==> src/rtl/instr_decode_stage.sv <==
// instr_decode_stage: MIPS decode stage with a registered output and a one-entry skid buffer
// Ports: clk/rst_n (async active-low), flush (sync discard), in_valid/in_ready + instr/pc in,
//        out_valid/out_ready + opcode/rs/rt/rd/shamt/funct/itype/imm_ext/jtarget out.
module instr_decode_stage #(
  parameter int XLEN = 32,
  parameter bit ZEXT_LOGIC = 1
) (
  input  logic            clk,
  input  logic            rst_n,
  input  logic            flush,
  input  logic            in_valid,
  output logic            in_ready,
  input  logic [31:0]     instr,
  input  logic [XLEN-1:0] pc,
  output logic            out_valid,
  input  logic            out_ready,
  output logic [5:0]      opcode,
  output logic [5:0]      funct,
  output logic [4:0]      rs,
  output logic [4:0]      rt,
  output logic [4:0]      rd,
  output logic [4:0]      shamt,
  output logic [1:0]      itype,
  output logic [XLEN-1:0] imm_ext,
  output logic [XLEN-1:0] jtarget
);
  typedef struct packed {
    logic [5:0]      op;
    logic [4:0]      rs;
    logic [4:0]      rt;
    logic [4:0]      rd;
    logic [4:0]      sh;
    logic [5:0]      fn;
    logic [1:0]      ty;
    logic [XLEN-1:0] imm;
    logic [XLEN-1:0] jt;
  } dec_t;
  dec_t d, o, s;
  logic [5:0] op;
  logic r_ty, j_ty, lg, ld;
  logic [XLEN-1:0] pc4, sx, bofs;
  always_comb begin
    op = instr[31:26];
    r_ty = op == 6'h00;
    j_ty = op == 6'h02 || op == 6'h03;
    lg = ZEXT_LOGIC && op >= 6'h0C && op <= 6'h0E;
    pc4 = pc + XLEN'(4);
    sx = XLEN'($signed(instr[15:0]));
    bofs = XLEN'($signed({instr[15:0], 2'b00}));
    d.op = op;
    d.rs = j_ty ? 5'd0 : instr[25:21];
    d.rt = j_ty ? 5'd0 : instr[20:16];
    d.rd = r_ty ? instr[15:11] : op == 6'h03 ? 5'd31 : 5'd0;
    d.sh = r_ty ? instr[10:6] : 5'd0;
    d.fn = r_ty ? instr[5:0] : 6'd0;
    d.ty = r_ty ? 2'b00 : j_ty ? 2'b10 : 2'b01;
    d.imm = (r_ty || j_ty) ? '0 : op == 6'h0F ? XLEN'($signed({instr[15:0], 16'h0000})) : lg ? XLEN'(instr[15:0]) : sx;
    d.jt = r_ty ? '0 : j_ty ? {pc4[XLEN-1:28], instr[25:0], 2'b00} : pc4 + bofs;
  end
  // the output register may take a new entry when empty or draining this cycle
  assign ld = !out_valid || out_ready;
  // in_ready is its own flop and is the complement of the skid-full state
  always_ff @(posedge clk or negedge rst_n)
    if (!rst_n) begin
      out_valid <= 1'b0;
      in_ready <= 1'b1;
      o <= '0;
      s <= '0;
    end else if (flush) begin
      out_valid <= 1'b0;
      in_ready <= 1'b1;
    end else if (ld) begin
      if (!in_ready) begin
        o <= s;
        out_valid <= 1'b1;
        in_ready <= 1'b1;
      end else begin
        out_valid <= in_valid;
        if (in_valid) o <= d;
      end
    end else if (in_valid && in_ready) begin
      s <= d;
      in_ready <= 1'b0;
    end
  assign opcode = o.op;
  assign rs = o.rs;
  assign rt = o.rt;
  assign rd = o.rd;
  assign shamt = o.sh;
  assign funct = o.fn;
  assign itype = o.ty;
  assign imm_ext = o.imm;
  assign jtarget = o.jt;
endmodule
==> config.mk <==
export PLATFORM = sky130hd
export DESIGN_NAME = instr_decode_stage
export DESIGN_NICKNAME = d
export VERILOG_FILES = /design/src/rtl/instr_decode_stage.sv
export SDC_FILE = /design/constraint.sdc
export NUM_CORES = 1
export LEC_CHECK = 0
export CAP_MARGIN = 20
export CORE_UTILIZATION = 56
export CTS_BUF_LIST = sky130_fd_sc_hd__clkbuf_8
export DETAILED_ROUTE_END_ITERATION = 8
export PLACE_DENSITY = 0.82
export SYNTH_ARGS = -nofsm -noshare
export SYNTH_HDL_FRONTEND = slang
export SYNTH_SLANG_ARGS = --single-unit
==> constraint.sdc <==
create_clock -name clk -period 2.8 [get_ports clk]
set_input_delay 0.56 -clock clk [delete_from_list [all_inputs] [get_ports clk]]
set_output_delay 0.56 -clock clk [all_outputs]
set_load 0.01 [all_outputs]
==> impl_results.md, run 1 <==
- Sequential Power Share: 0.436
- Area of the mapped netlist: 0.0110 mm²
- Synthesis Warnings: 0
- CTS tree: built
- Gr usage total: 0.363
- Max_cap viols: 0
- # placed instances: 1823
- Initial Utilization: 0.579
- Crit path capture type: flop
- Area of the core: 0.0190 mm²
- Num ports: 169
- Die Y: 142 µm
- Crit share post-route: 1.20
- GR Overflow Total: 0
- Clk pwr share: 0.223
- WP data arrival: 3.74 ns
- Post-Route WL: 39.4 mm
- Count of pins over their slew limit: 0
- Distinct cells, synth: 56
- Wirelength per Cell: 20.8 µm
- Clock Sinks: 198
- Via count: 11500
- Cells after Synth: 1300
- DRC: 0
- Final Cell Area: 0.0161 mm²
- Setup WS post-layout: -0.561 ns
- Max VDD drop: 0.379 mV
- Area post-placement: 0.0142 mm²
- Setup TNS: -13.35 ns
- Pleak: 0.00724 µW
- FF-to-FF Start: in_ready
- Cts bufs inserted: 17
- Logic pwr share: 0.340
- Hold_ws: 0.0462 ns
- Outcome: finished with violations
- Reg clk slew, reported paths: 0.13 ns
- Share of layout cells above drive strength 1: 0.269
- Initial antenna violation count: 0
- Pwr/cell area: 535 mW/mm²
- Final hold vios: 0
- Row cnt: 50
- Sw Ratio: 0.353
- Commonest cells after routing, fill and taps aside: 246 x nand2_1, 204 x buf_4, 197 x dfrtp_1, 144 x clkdlybuf4s50_1, 125 x o21ai_0
- Vias in the first global route: 10500
- Later-pin clock latency in the skew report: 0.50 ns
- Worst Setup EP: jtarget[31]
- Final HPWL DP: 25.2 mm
- First-pass GRT wire length: 56.3 mm
- Final setup vio count: 37
- CTS Hold Bufs: 0
- Type of the worst min-delay path: primary input to async pin
- CP startpoint: pc[4]
- Final Non-Filler Cells: 1898
- Clk root buf: clkbuf_8
- Pin count of the biggest net entering global routing: 79
- Switching pwr: 3040 µW
- Number of synthesized flops with an enable pin: 0
- Total internal power: 5560 µW
- Pre-CTS setup slack: -1.35 ns
- Avg Cell Area, Syn: 8.47 µm²
- Skew final: 0.0281 ns
- Htree depth: 4
- Unrepaired setup endpoints after global routing: yes
- Post-synth top flop: dfrtp_1
- Fmax: 298 MHz
- Final net count: 1732
- Synth-to-Final Area Change: 45.8%
- Sequential share of the synthesized area: 0.450
- # port buffers: 168
- Seq cells post-synth: 198
- Tmin final: 3.36 ns
- CP required: 3.18 ns
- Most common cell after layout, fill and taps aside: nand2_1
- Drt initial violations: 1427
- Die X-Extent: 142 µm
- Gp weighted congestion: 0.967
- Post-synth net total: 1407
- Slew margin rel.: 0.498
- Violated checks: setup timing
- CP startpoint kind: primary input
- CTS max path bufs: 2
- Critical Path Fanout Max: 4
- Worst-Margin Slew: 0.754 ns
- Reg-to-reg setup timing slack: 0.49 ns
- TritonRoute pass-1 iters: 6
- Post-detailed-route count of antenna-violating nets: 0
- Filler instances: 1118
- Kind of critical path: primary input to flop
- R2R depth: 5
- Antenna cells: 0
- R2R Path End: imm_ext[12]
- Asr flop ratio synth: 1.00
- Via/cell ratio: 6.07
- Die Area: 0.0202 mm²
layer usage:
layer,GRT usage,up-vias,share of wire
li1,-,5201,-
met4,0.110,0,0.028
met2,0.570,633,0.48
met1,0.512,5598,0.41
met5,0,-,0
met3,0.0643,95,0.086
power groups by stage:
stage	registers [µW]	logic, µW	clock network, µW
2_1_floorplan	3840	1080	0
3_3_place_gp	3760	2450	0
3_5_place_dp	3790	2520	0
4_1_cts	3740	2640	1910
5_1_grt	3800	3150	2010
6_report	3750	2930	1920
layout make-up:
type / count / area, µm² / area share
Inverter: 11 / 41.3 / 0.00257
Multi-Input combinational cell: 1002 / 6830 / 0.425
Tap cell: 260 / 325 / 0.0203
Sequential cell: 198 / 4960 / 0.309
Clock inverter: 15 / 173 / 0.0108
Clock buffer: 17 / 234 / 0.0146
Timing Repair Buffer: 395 / 3500 / 0.218
sequential cells by signal, indices dropped and copies added (netlist names):
register / count
rt: 5
shamt: 5
opcode: 6
funct: 6
s: 98
rs: 5
jtarget: 32
itype: 2
rd: 5
imm_ext: 32
out_valid: 1
in_ready: 1
worst max-delay path, stage by stage:
cell and delay [ns]:
buf_2 0.09, and4_1 0.21, and3_4 0.20, and2_4 0.16, buf_6 0.11, nand2_4 0.07
nor2_4 0.18, nand2_2 0.10, xnor2_2 0.15, ha_1 0.34, o21ai_2 0.11, nor2_2 0.08
o41a_1 0.35, a211oi_2 0.16, nor2_1 0.07, o21a_1 0.23, o31a_1 0.28, o211ai_1 0.18
a31oi_1 0.11
cell families (layout without fill, tap and decap cells):
group,after synthesis,in the layout,synth area share
AND/OR/NAND/NOR,521,521,0.214
AO/OA/AOI/OAI,380,380,0.206
flip-flops,198,198,0.450
buffers and inverters,100,438,0.0346
XOR/XNOR,53,53,0.0421
adder cells (fa/ha/maj),38,38,0.0438
multiplexers,10,10,0.00909
what timing repair did:
action	CTS	global route
resized for setup	144	146
setup endpoints to repair	49	44
hold endpoints to repair	0	0
pin swaps	79	79
buffers inserted	30	23
cells in the mapped netlist, drive strengths merged, types with 2 or more instances:
cell,number,share of area
nand2,263,0.090
dfrtp,197,0.45
o21ai,161,0.073
clkbuf,77,0.026
nor2,75,0.026
a31oi,65,0.037
a21oi,64,0.029
nand3,54,0.025
nor2b,45,0.026
xnor2,38,0.030
ha,37,0.042
a22oi,21,0.015
nand2b,21,0.012
a21o,19,0.013
nand4,17,0.0097
o211ai,17,0.012
xor2,15,0.012
buf,12,0.0047
inv,11,0.0037
mux2i,10,0.0091
and2,9,0.0051
and3,9,0.0051
a211oi,8,0.0059
nor3,8,0.0036
nor3b,8,0.0055
or3,5,0.0028
nor4,4,0.0028
a211o,3,0.0024
and4,3,0.0024
a2111oi,2,0.0022
a21boi,2,0.0014
a22o,2,0.0016
o2111ai,2,0.0016
o21a,2,0.0014
o31a,2,0.0017
o31ai,2,0.0014
stage by stage:
stage | total power, µW | utilization
2_1_floorplan | 4920 | -
3_3_place_gp | 6210 | 0.746
3_5_place_dp | 6320 | 0.746
4_1_cts | 8290 | 0.796
5_1_grt | 8960 | 0.844
6_report | 8600 | 0.844
worst min path at each step:
stage	slack (ns)	startpoint	to	cells after the start
finish	0.05	rst_n	rs[2]	1
global route	0.07	rst_n	rs[2]	1
CTS	0.04	rst_n	rs[2]	1
detailed placement	0.46	s[35]	s[35]	2
global placement	0.45	s[35]	s[35]	2
floorplan	0.26	rst_n	funct[0]	0
Note: power is estimated with default switching activity, not from simulation.
==> run 2: changes to the inputs <==
GPL_ROUTABILITY_DRIVEN = 1   (was unset)
==> results of run 2 <==
No change in the layout: final DEF, timing and power equal those of run 1.
==> run 3: changes to the inputs <==
SLEW_MARGIN = 20   (was unset)
==> results of run 3 <==
No change in the layout: final DEF, timing and power equal those of run 1.
